File: config.mk
export PLATFORM = sky130hd
export DESIGN_NAME = wb_dsp_equation_scheduler_flat
export DESIGN_NICKNAME = d
export VERILOG_FILES = /design/src/rtl/wb_dsp_equation_scheduler_if.sv /design/src/rtl/wb_dsp_equation_scheduler.sv /design/src/flat_wrapper.sv
export SDC_FILE = /design/constraint.sdc
export NUM_CORES = 1
export LEC_CHECK = 0
export ABC_CLOCK_PERIOD_IN_PS = 7380
export CAP_MARGIN = 0
export CORE_MARGIN = 2
export CORE_UTILIZATION = 35
export CTS_BUF_LIST = sky130_fd_sc_hd__clkbuf_8 sky130_fd_sc_hd__clkbuf_16
export CTS_CLUSTER_DIAMETER = 60
export DETAILED_ROUTE_END_ITERATION = 8
export PLACE_DENSITY = 0.76
export SLEW_MARGIN = 5
export SYNTH_ARGS = -nofsm -noshare
export SYNTH_HDL_FRONTEND = slang
export SYNTH_SLANG_ARGS = --single-unit
File: constraint.sdc
create_clock -name wb_clk -period 7.38 [get_ports wb_clk]
set_clock_uncertainty 0.2 [all_clocks]
set_input_delay 2.214 -clock wb_clk [delete_from_list [all_inputs] [get_ports wb_clk]]
set_output_delay 2.214 -clock wb_clk [all_outputs]
set_load 0.02 [all_outputs]
File: src/rtl/wb_dsp_equation_scheduler_if.sv
// Launch/track link between the equation scheduler and the equation state machine.
// Handshake: sm_start is a single-cycle launch strobe qualified by sm_select and
// sm_base_address (both held until the next launch); the state machine answers by
// raising sm_active while it runs and dropping it when finished, with sm_error
// flagging a bus error at any point during the run.
interface wb_dsp_equation_scheduler_if #(
  parameter int aw = 32
);
  logic          sm_start;
  logic [aw-1:0] sm_base_address;
  logic [1:0]    sm_select;
  logic          sm_active;
  logic          sm_error;

  modport master (
    output sm_start, sm_base_address, sm_select,
    input  sm_active, sm_error
  );

  modport slave (
    input  sm_start, sm_base_address, sm_select,
    output sm_active, sm_error
  );
endinterface

File: src/rtl/wb_dsp_equation_scheduler.sv
// Round-robin scheduler for equations 0-3: queues start requests, launches the
// equation state machine one grant at a time and reports done/error per equation.
module wb_dsp_equation_scheduler #(
  parameter int dw      = 32,
  parameter int aw      = 32,
  parameter int TIMEOUT = 1024,
  parameter int TW      = 16
) (
  input  logic                    wb_clk,
  input  logic                    wb_rst,
  input  logic [3:0]              request,
  input  logic                    stop,
  input  logic [dw-1:0]           equation0_address_reg,
  input  logic [dw-1:0]           equation1_address_reg,
  input  logic [dw-1:0]           equation2_address_reg,
  input  logic [dw-1:0]           equation3_address_reg,
  wb_dsp_equation_scheduler_if.master sm,
  output logic [3:0]              pending,
  output logic                    busy,
  output logic [3:0]              done,
  output logic [3:0]              error,
  output logic                    timeout,
  output logic [2:0]              state_dbg
);

  typedef enum logic [2:0] {
    IDLE        = 3'd0,
    LAUNCH      = 3'd1,
    WAIT_ACTIVE = 3'd2,
    WAIT_DONE   = 3'd3,
    COMPLETE    = 3'd4
  } state_t;

  localparam logic [TW-1:0] CNT_LAST = TW'(TIMEOUT - 1);
  localparam bit            TO_EN    = (TIMEOUT != 0);

  state_t        state;
  logic [1:0]    last_grant;
  logic [1:0]    grant;
  logic [1:0]    idx;
  logic          grant_valid;
  logic [dw-1:0] addr_sel;
  logic [TW-1:0] cnt;
  logic          err_flag;
  logic [3:0]    sel_onehot;
  logic [3:0]    clr_mask;
  logic          at_limit;
  logic          to_hit;

  // Walk from farthest to nearest so the first set bit after last_grant wins.
  always_comb begin
    grant       = '0;
    grant_valid = 1'b0;
    idx         = '0;
    for (int k = 4; k >= 1; k--) begin
      idx = last_grant + 2'(k);
      if (pending[idx]) begin
        grant       = idx;
        grant_valid = 1'b1;
      end
    end
  end

  always_comb begin
    case (grant)
      2'd0:    addr_sel = equation0_address_reg;
      2'd1:    addr_sel = equation1_address_reg;
      2'd2:    addr_sel = equation2_address_reg;
      default: addr_sel = equation3_address_reg;
    endcase
  end

  assign sel_onehot = 4'b0001 << sm.sm_select;
  assign clr_mask   = (state == COMPLETE) ? sel_onehot : 4'b0000;
  assign at_limit   = TO_EN && (cnt == CNT_LAST);
  // A rising sm_active in WAIT_ACTIVE or a falling one in WAIT_DONE beats the timeout.
  assign to_hit     = at_limit &&
                      (((state == WAIT_ACTIVE) && !sm.sm_active) ||
                       ((state == WAIT_DONE) && sm.sm_active));
  assign state_dbg  = state;

  always_ff @(posedge wb_clk) begin
    if (wb_rst) begin
      state              <= IDLE;
      pending            <= 4'b0000;
      busy               <= 1'b0;
      done               <= 4'b0000;
      error              <= 4'b0000;
      timeout            <= 1'b0;
      sm.sm_start        <= 1'b0;
      sm.sm_select       <= 2'd0;
      sm.sm_base_address <= '0;
      last_grant         <= 2'd3;
      cnt                <= '0;
      err_flag           <= 1'b0;
    end else begin
      sm.sm_start <= 1'b0;
      done        <= 4'b0000;
      error       <= 4'b0000;
      // Set beats the COMPLETE clear so a request landing then re-queues.
      pending     <= stop ? 4'b0000 : ((pending & ~clr_mask) | request);
      if (stop)        timeout <= 1'b0;
      else if (to_hit) timeout <= 1'b1;

      case (state)
        IDLE: begin
          if (grant_valid && !stop) begin
            sm.sm_select       <= grant;
            sm.sm_base_address <= aw'(addr_sel);
            sm.sm_start        <= 1'b1;
            busy               <= 1'b1;
            state              <= LAUNCH;
          end
        end
        LAUNCH: begin
          cnt      <= '0;
          err_flag <= 1'b0;
          state    <= WAIT_ACTIVE;
        end
        WAIT_ACTIVE: begin
          cnt <= cnt + 1'b1;
          if (sm.sm_active) begin
            state <= WAIT_DONE;
          end else if (to_hit) begin
            error <= sel_onehot;
            state <= COMPLETE;
          end
        end
        WAIT_DONE: begin
          cnt <= cnt + 1'b1;
          if (!sm.sm_active) begin
            if (err_flag || sm.sm_error) error <= sel_onehot;
            else                         done  <= sel_onehot;
            state <= COMPLETE;
          end else if (to_hit) begin
            error <= sel_onehot;
            state <= COMPLETE;
          end else if (sm.sm_error) begin
            err_flag <= 1'b1;
          end
        end
        COMPLETE: begin
          last_grant <= sm.sm_select;
          err_flag   <= 1'b0;
          busy       <= 1'b0;
          state      <= IDLE;
        end
        default: begin
          busy  <= 1'b0;
          state <= IDLE;
        end
      endcase
    end
  end

endmodule

File: src/flat_wrapper.sv
// flat-port wrapper written by rule: the top's interface ports become plain ports
module wb_dsp_equation_scheduler_flat 
#(
  parameter int dw      = 32,
  parameter int aw      = 32,
  parameter int TIMEOUT = 1024,
  parameter int TW      = 16
)
  (wb_clk, wb_rst, request, stop, equation0_address_reg, equation1_address_reg, equation2_address_reg, equation3_address_reg, pending, busy, done, error, timeout, state_dbg, sm_sm_start, sm_sm_base_address, sm_sm_select, sm_sm_active, sm_sm_error);
  wb_dsp_equation_scheduler_if #(.aw(aw)) sm_i ();
  input  logic wb_clk;
  input  logic wb_rst;
  input  logic [3:0] request;
  input  logic stop;
  input  logic [dw-1:0] equation0_address_reg;
  input  logic [dw-1:0] equation1_address_reg;
  input  logic [dw-1:0] equation2_address_reg;
  input  logic [dw-1:0] equation3_address_reg;
  output logic [3:0] pending;
  output logic busy;
  output logic [3:0] done;
  output logic [3:0] error;
  output logic timeout;
  output logic [2:0] state_dbg;
  output wire logic [$bits(sm_i.sm_start)-1:0] sm_sm_start;
  output wire logic [$bits(sm_i.sm_base_address)-1:0] sm_sm_base_address;
  output wire logic [$bits(sm_i.sm_select)-1:0] sm_sm_select;
  input wire logic [$bits(sm_i.sm_active)-1:0] sm_sm_active;
  input wire logic [$bits(sm_i.sm_error)-1:0] sm_sm_error;
  assign sm_sm_start = sm_i.sm_start;
  assign sm_sm_base_address = sm_i.sm_base_address;
  assign sm_sm_select = sm_i.sm_select;
  assign sm_i.sm_active = sm_sm_active;
  assign sm_i.sm_error = sm_sm_error;
  wb_dsp_equation_scheduler #(.dw(dw), .aw(aw), .TIMEOUT(TIMEOUT), .TW(TW)) u_core (.wb_clk(wb_clk), .wb_rst(wb_rst), .request(request), .stop(stop), .equation0_address_reg(equation0_address_reg), .equation1_address_reg(equation1_address_reg), .equation2_address_reg(equation2_address_reg), .equation3_address_reg(equation3_address_reg), .sm(sm_i), .pending(pending), .busy(busy), .done(done), .error(error), .timeout(timeout), .state_dbg(state_dbg));
endmodule
==> impl_metrics.json, run 1 <==
{
  "synth_cell_types": 53,
  "r2r_cells": 5,
  "p_switching_uw": 303.8,
  "async_flop_share": 0,
  "cts_root_buffer": "clkbuf_16",
  "viasPerCell": 5.674,
  "tritoncts": "yes",
  "crit_path_start_kind": "primary input",
  "fmax_mhz": 212.8,
  "yosysWarnings": 0,
  "synth.top_cell.area_share": 0.3601,
  "synthMostInstantiatedCell": "nand3_1",
  "ant_nets": 0,
  "grt_max_degree": 68,
  "path_cells": "clkdlybuf4s50_1 > buf_4 > nor2_1 > nand3_2 > inv_2 > nand3_1 > mux2i_1 > a211o_1",
  "cts.sinks": 71,
  "area_growth_pct": 54.68,
  "crit_path_end_kind": "flop",
  "dr.max_layer_used": "met4",
  "synth_edf_count": 0,
  "outcome": "complete, no violations",
  "rrSetupSlack_ns": 4.51,
  "synthesis.area_um2": 3948,
  "r2r-end": "u_core.sm.sm_base_address[2]",
  "route.met2.wl_mm": 7.502,
  "cts_hold_buf": 0,
  "ir_worst_vdd_mv": 0.1082,
  "start_util": 0.3610,
  "row_count": 38,
  "crit_required_ns": 7.44,
  "grt_setup_unrepaired": "false",
  "wl_met3_mm": 1.242,
  "setup_viol": 0,
  "first_pass_iters": 5,
  "synth_seq_cells": 71,
  "grt_usage": 0.2243,
  "clock_power_share": 0.387,
  "hold_path.class": "reg -> reg",
  "num_vias": 4267,
  "wl_met1_mm": 5.394,
  "grt_pass1_vias": 4111,
  "num_antenna_cells": 0,
  "worstSetupPathDepth": 8,
  "cts.clk_slew.worst_paths_ns": 0.05,
  "gp_congestion": 0.8421,
  "nNetsFinal": 746,
  "gr-total-overflow": 0,
  "wirelength_mm": 14.38,
  "io_pins": 189,
  "crit_slowest_cell": "inv_2",
  "hp-start": "u_core.sm.sm_base_address[11]",
  "holdPathEnd": "u_core.sm.sm_base_address[11]",
  "tightest_slew_ns": 1.076,
  "max_stage_delay_ns": 0.81,
  "drt-initial-drc-count": 381,
  "ctsLongestPathBuffers": 2,
  "hpwlAfterDp_mm": 10.09,
  "grt_pass1_wl_mm": 21.00,
  "finalHoldViolations": 0,
  "p_int_uw": 823.8,
  "worstPathMaxFanout": 65,
  "cts_setup_buffers": 0,
  "post_cts_resized": 0,
  "hold_depth": 2,
  "period_minus_slack_ns": 4.699,
  "crit_type": "in -> reg",
  "power.total_uw": 1128,
  "reg2reg_from": "u_core.pending[1]",
  "pwr-share-comb": 0.236,
  "critPathTopFamily": "buffers and inverters",
  "die_w_um": 110.2,
  "drc_errors": 0,
  "maxSlewHeadroom": 0.2813,
  "avgSynthCellArea_um2": 8.891,
  "antenna_found_initial": 0,
  "ys_seq_area_frac": 0.3601,
  "tns_ns": 0,
  "sequentialPowerShare": 0.377,
  "worstPathArrival_ns": 4.76,
  "clk_latency_ns": 0.32,
  "p_sw_frac": 0.2695,
  "core-area_um2": 10940,
  "wl_per_cell_um": 19.12,
  "power_density_nw_per_um2": 184.7,
  "crit_buf_inv": 3,
  "synth_top_cells_by_count": "nand3_1 (78), dfxtp_1 (71), a211o_1 (32), mux2i_1 (32), a32o_1 (30)",
  "slew_violations": 0,
  "total_leakage_power_uw": 0.002344,
  "maxCapViolations": 0,
  "htree_levels": 3,
  "die_h_um": 110.2,
  "cts_buffers": 9,
  "post-route-period-util": 0.6367,
  "yosys.area.top_type": "dfxtp_1",
  "synthFlopType": "dfxtp_1",
  "ys_top_cells_by_area": "dfxtp_1 (36%), nand3_1 (9.9%), mux2i_1 (8.1%), a32o_1 (7.6%), a211o_1 (7.1%)",
  "die_area_um2": 12140,
  "synthCells": 444,
  "syn-num-nets": 582,
  "drive_gt1_frac": 0.06209,
  "port_buffers": 188
}
[worst max-delay path by stage]
stage                 from                      endpoint  slack, ns
floorplan             stop  u_core.sm.sm_base_address[0]       3.47
global route        wb_rst  u_core.sm.sm_base_address[8]       2.46
finish              wb_rst  u_core.sm.sm_base_address[2]       2.68
global placement    wb_rst  u_core.sm.sm_base_address[2]       2.49
detailed placement  wb_rst  u_core.sm.sm_base_address[2]       2.36
CTS                 wb_rst  u_core.sm.sm_base_address[2]       2.71
[power groups by stage]
stage,logic (uW),clock network (uW),registers (uW)
global placement,261,0,432
floorplan,113,0,450
CTS,266,448,425
finish,266,436,425
global route,281,462,427
detailed placement,265,0,433
[kinds of logic after synthesis]
logic type | after synthesis | share of synthesized area
xor+xnor | 4 | 0.008876
fa+ha+maj | 1 | 0.003169
flops | 71 | 0.3601
mux | 36 | 0.09255
buf+inv | 51 | 0.07575
simple gates | 172 | 0.2298
compound gates | 109 | 0.2298
[area by class of cell]
type / count / area [um^2]
fill: 961 / 4830
inverter: 10 / 37.54
multi-input combinational: 322 / 2246
timing repair buffer: 194 / 1927
clock buffer: 11 / 252.7
sequential: 71 / 1421
clock inverter: 4 / 46.29
tap: 140 / 175.2
[routing by layer]
layer | vias to the layer above | track usage
met3 | 18 | 0.06467
li1 | 2029 | -
met2 | 174 | 0.4360
met4 | 0 | 0.05893
met5 | - | 0
met1 | 2046 | 0.2329
[tightest hold or removal path: cells and delay by family (launching register included)]
| kind | cells | cell delay (ns) |
|---|---|---|
| DFF | 1 | 0.34 |
| and+or+nand+nor | 1 | 0.06 |
| AOI/OAI and AO/OA | 1 | 0.07 |
[metrics by stage]
stage	util	setup WS (ns)	cells	instance area (um^2)	hold slack, ns
final	0.5584	2.681	752	6106	0.2964
after global routing	0.5584	2.460	752	6106	0.3219
after CTS	0.5584	2.708	752	6106	0.2967
after detailed placement	0.5310	2.364	737	5807	0.2803
after global placement	0.5310	2.493	737	5807	0.2765
after floorplan	-	3.466	444	3948	0.2571
[cells in the final DEF (no fill, tap or decap), types with 5 or more instances in the layout]
master and instances:
nor4_1 5, a21oi_1 15, nand2_1 7, a32o_1 30, dfxtp_1 71, nand3_1 77, clkdlybuf4s50_1 188, o21ai_0 8
a22oi_1 5, a211o_1 32, nor2_1 28, buf_4 6, nor3_1 18, clkbuf_16 9, mux2i_1 32, inv_1 10
or3_1 5
[sequential cells by signal (all words and copies together), names as in the netlist]
| signal | count |
|---|---|
| u_core.pending | 4 |
| u_core.sm.sm_start | 1 |
| u_core.sm.sm_select | 2 |
| u_core.sm.sm_base_address | 32 |
| u_core.busy | 1 |
| u_core.done | 4 |
| u_core.error | 4 |
| u_core.cnt | 16 |
| u_core.last_grant | 2 |
| u_core.state_dbg | 3 |
| u_core.err_flag | 1 |
| u_core.timeout | 1 |
Note: power is estimated with default switching activity, not from simulation.
==> inputs of run 2 (changes only) <==
- ABC_CLOCK_PERIOD_IN_PS: 7380 -> 4900
- clock period: 7.38 -> 4.9 ns (I/O delays scaled with it)
==> run 2 against run 1 <==
  * Setup slack lost 1.3 ns
  * Worst hold slack lost 0.0021 ns
  * Routed wire length is 2.9% lower
  * Sequential power is 50% higher
  * Sequential share of layout area down 0.076 points
  * Critical path depth shrank 1
  * Register-to-register slack worse by 2.5 ns
  * Core utilization increased by 0.18 points
  * Non-clock buffer count rose by 2
  * Clock-buffer cell count is the same
  * Largest power group is now sequential cells
  * Highest routed layer unchanged
==> impl_metrics.json, run 2 (synthesis results as in run 1) <==
{
  "outcome": "complete, no violations",
  "io_pins": 189,
  "crit_required_ns": 4.91,
  "power.total_uw": 1672,
  "viasPerCell": 5.679,
  "largestRegisters": "u_core.sm.sm_base_address (32), u_core.cnt (16)",
  "slew_violations": 0,
  "die_area_um2": 12140,
  "cts.sinks": 71,
  "drc_errors": 0,
  "htree_levels": 3,
  "maxCapViolations": 0,
  "largest_reg_flops": 32,
  "gp_congestion": 0.7939,
  "setup_viol": 0,
  "layout_commonest_cell": "clkdlybuf4s50_1",
  "drt-initial-drc-count": 288,
  "wl_per_cell_um": 18.48,
  "wirelength_mm": 13.96,
  "cts_buffers": 9,
  "finalHoldViolations": 0,
  "cts.clk_slew.worst_paths_ns": 0.06,
  "antenna_found_initial": 0,
  "drive_gt1_frac": 0.06829,
  "hold_path.class": "reg -> reg",
  "gr-total-overflow": 0,
  "maxSlewHeadroom": 0.2062,
  "ant_nets": 0,
  "grt_pass1_wl_mm": 20.49,
  "post-route-period-util": 0.7163,
  "tightest_slew_ns": 1.191,
  "regMostFlops": "u_core.sm.sm_base_address",
  "final_util": 0.5602,
  "layout_common_cells": "clkdlybuf4s50_1 (188), nand3_1 (77), dfxtp_1 (71)",
  "place_ws_ns": 1.053,
  "crit_path_end_kind": "flop",
  "fin_ws_ns": 1.390,
  "worstPathMaxFanout": 32,
  "ir_worst_vdd_mv": 0.1235,
  "cts_root_buffer": "clkbuf_16",
  "fmax_mhz": 284.9,
  "cts_setup_buffers": 0,
  "hpwlAfterDp_mm": 10.03,
  "crit_type": "in -> reg",
  "grt_usage": 0.2190,
  "port_buffers": 188,
  "power_density_nw_per_um2": 272.9,
  "area_growth_pct": 55.18,
  "first_pass_iters": 5,
  "row_count": 38,
  "nNetsFinal": 748,
  "die_h_um": 110.2,
  "grt_pass1_vias": 4040,
  "period_minus_slack_ns": 3.510,
  "num_antenna_cells": 0,
  "start_util": 0.3610,
  "clk_latency_ns": 0.33,
  "ctsLongestPathBuffers": 2,
  "worstPathArrival_ns": 3.52,
  "grt_max_degree": 68,
  "num_vias": 4288,
  "cts_hold_buf": 0,
  "crit_path_start_kind": "primary input",
  "die_w_um": 110.2,
  "core-area_um2": 10940,
  "tritoncts": "yes",
  "grt_setup_unrepaired": "false",
  "total_leakage_power_uw": 0.002350,
  "post_cts_resized": 0,
  "tns_ns": 0
}
## run 2: cell count changes in the layout (fill, tap and decap cells not counted), sizes merged
cell	previous run	this run
buf	6	8
clkinv	1	2
bufinv	1	0
inv	11	12
## run 2: power breakdown
group / total, uW / internal, uW / switching [uW]
clock network: 631 / 374 / 258
logic: 402 / 217 / 184
registers: 639 / 610 / 29.1
total: 1670 / 1200 / 471
## run 2: layer usage
| layer | track usage | share of wire |
|---|---|---|
| met3 | 0.05115 | 0.084 |
| met5 | 0 | 0 |
| met2 | 0.3826 | 0.50 |
| met4 | 0.1205 | 0.038 |
| met1 | 0.2448 | 0.38 |
## run 2: path summary, 6_finish.rpt
check,startpoint,endpoint,slack [ns],cells after the start
setup / recovery,stop,u_core.sm.sm_base_address[18],1.39,7
hold / removal,u_core.sm.sm_base_address[8],u_core.sm.sm_base_address[8],0.29,2
setup reg to reg,u_core.pending[1],u_core.sm.sm_base_address[15],2.05,6
hold reg to reg,u_core.sm.sm_base_address[8],u_core.sm.sm_base_address[8],0.29,2
## run 2: cell type report
cell class                 instances  area (um^2)
clock buffer                      11        252.7
clock inverter                     5        38.79
fill                             968         4810
inverter                          10        37.54
multi-input combinational        322         2246
sequential                        71         1421
tap                              140        175.2
timing repair buffer             196         1954
## run 2: through the flow
stage,hold slack (ns),instance area [um^2],std cells
after floorplan,0.2571,3948,444
after global placement,0.2657,5834,739
after detailed placement,0.2772,5834,739
after CTS,0.2962,6126,755
after global routing,0.3254,6126,755
final,0.2943,6126,755
## run 2: worst max-delay path, cell delays in order
cell and delay, ns:
clkdlybuf4s50_1 0.56, or3_4 0.40, nor3_2 0.30, nor2_2 0.04, buf_4 0.26, a32o_1 0.25, a211o_1 0.23
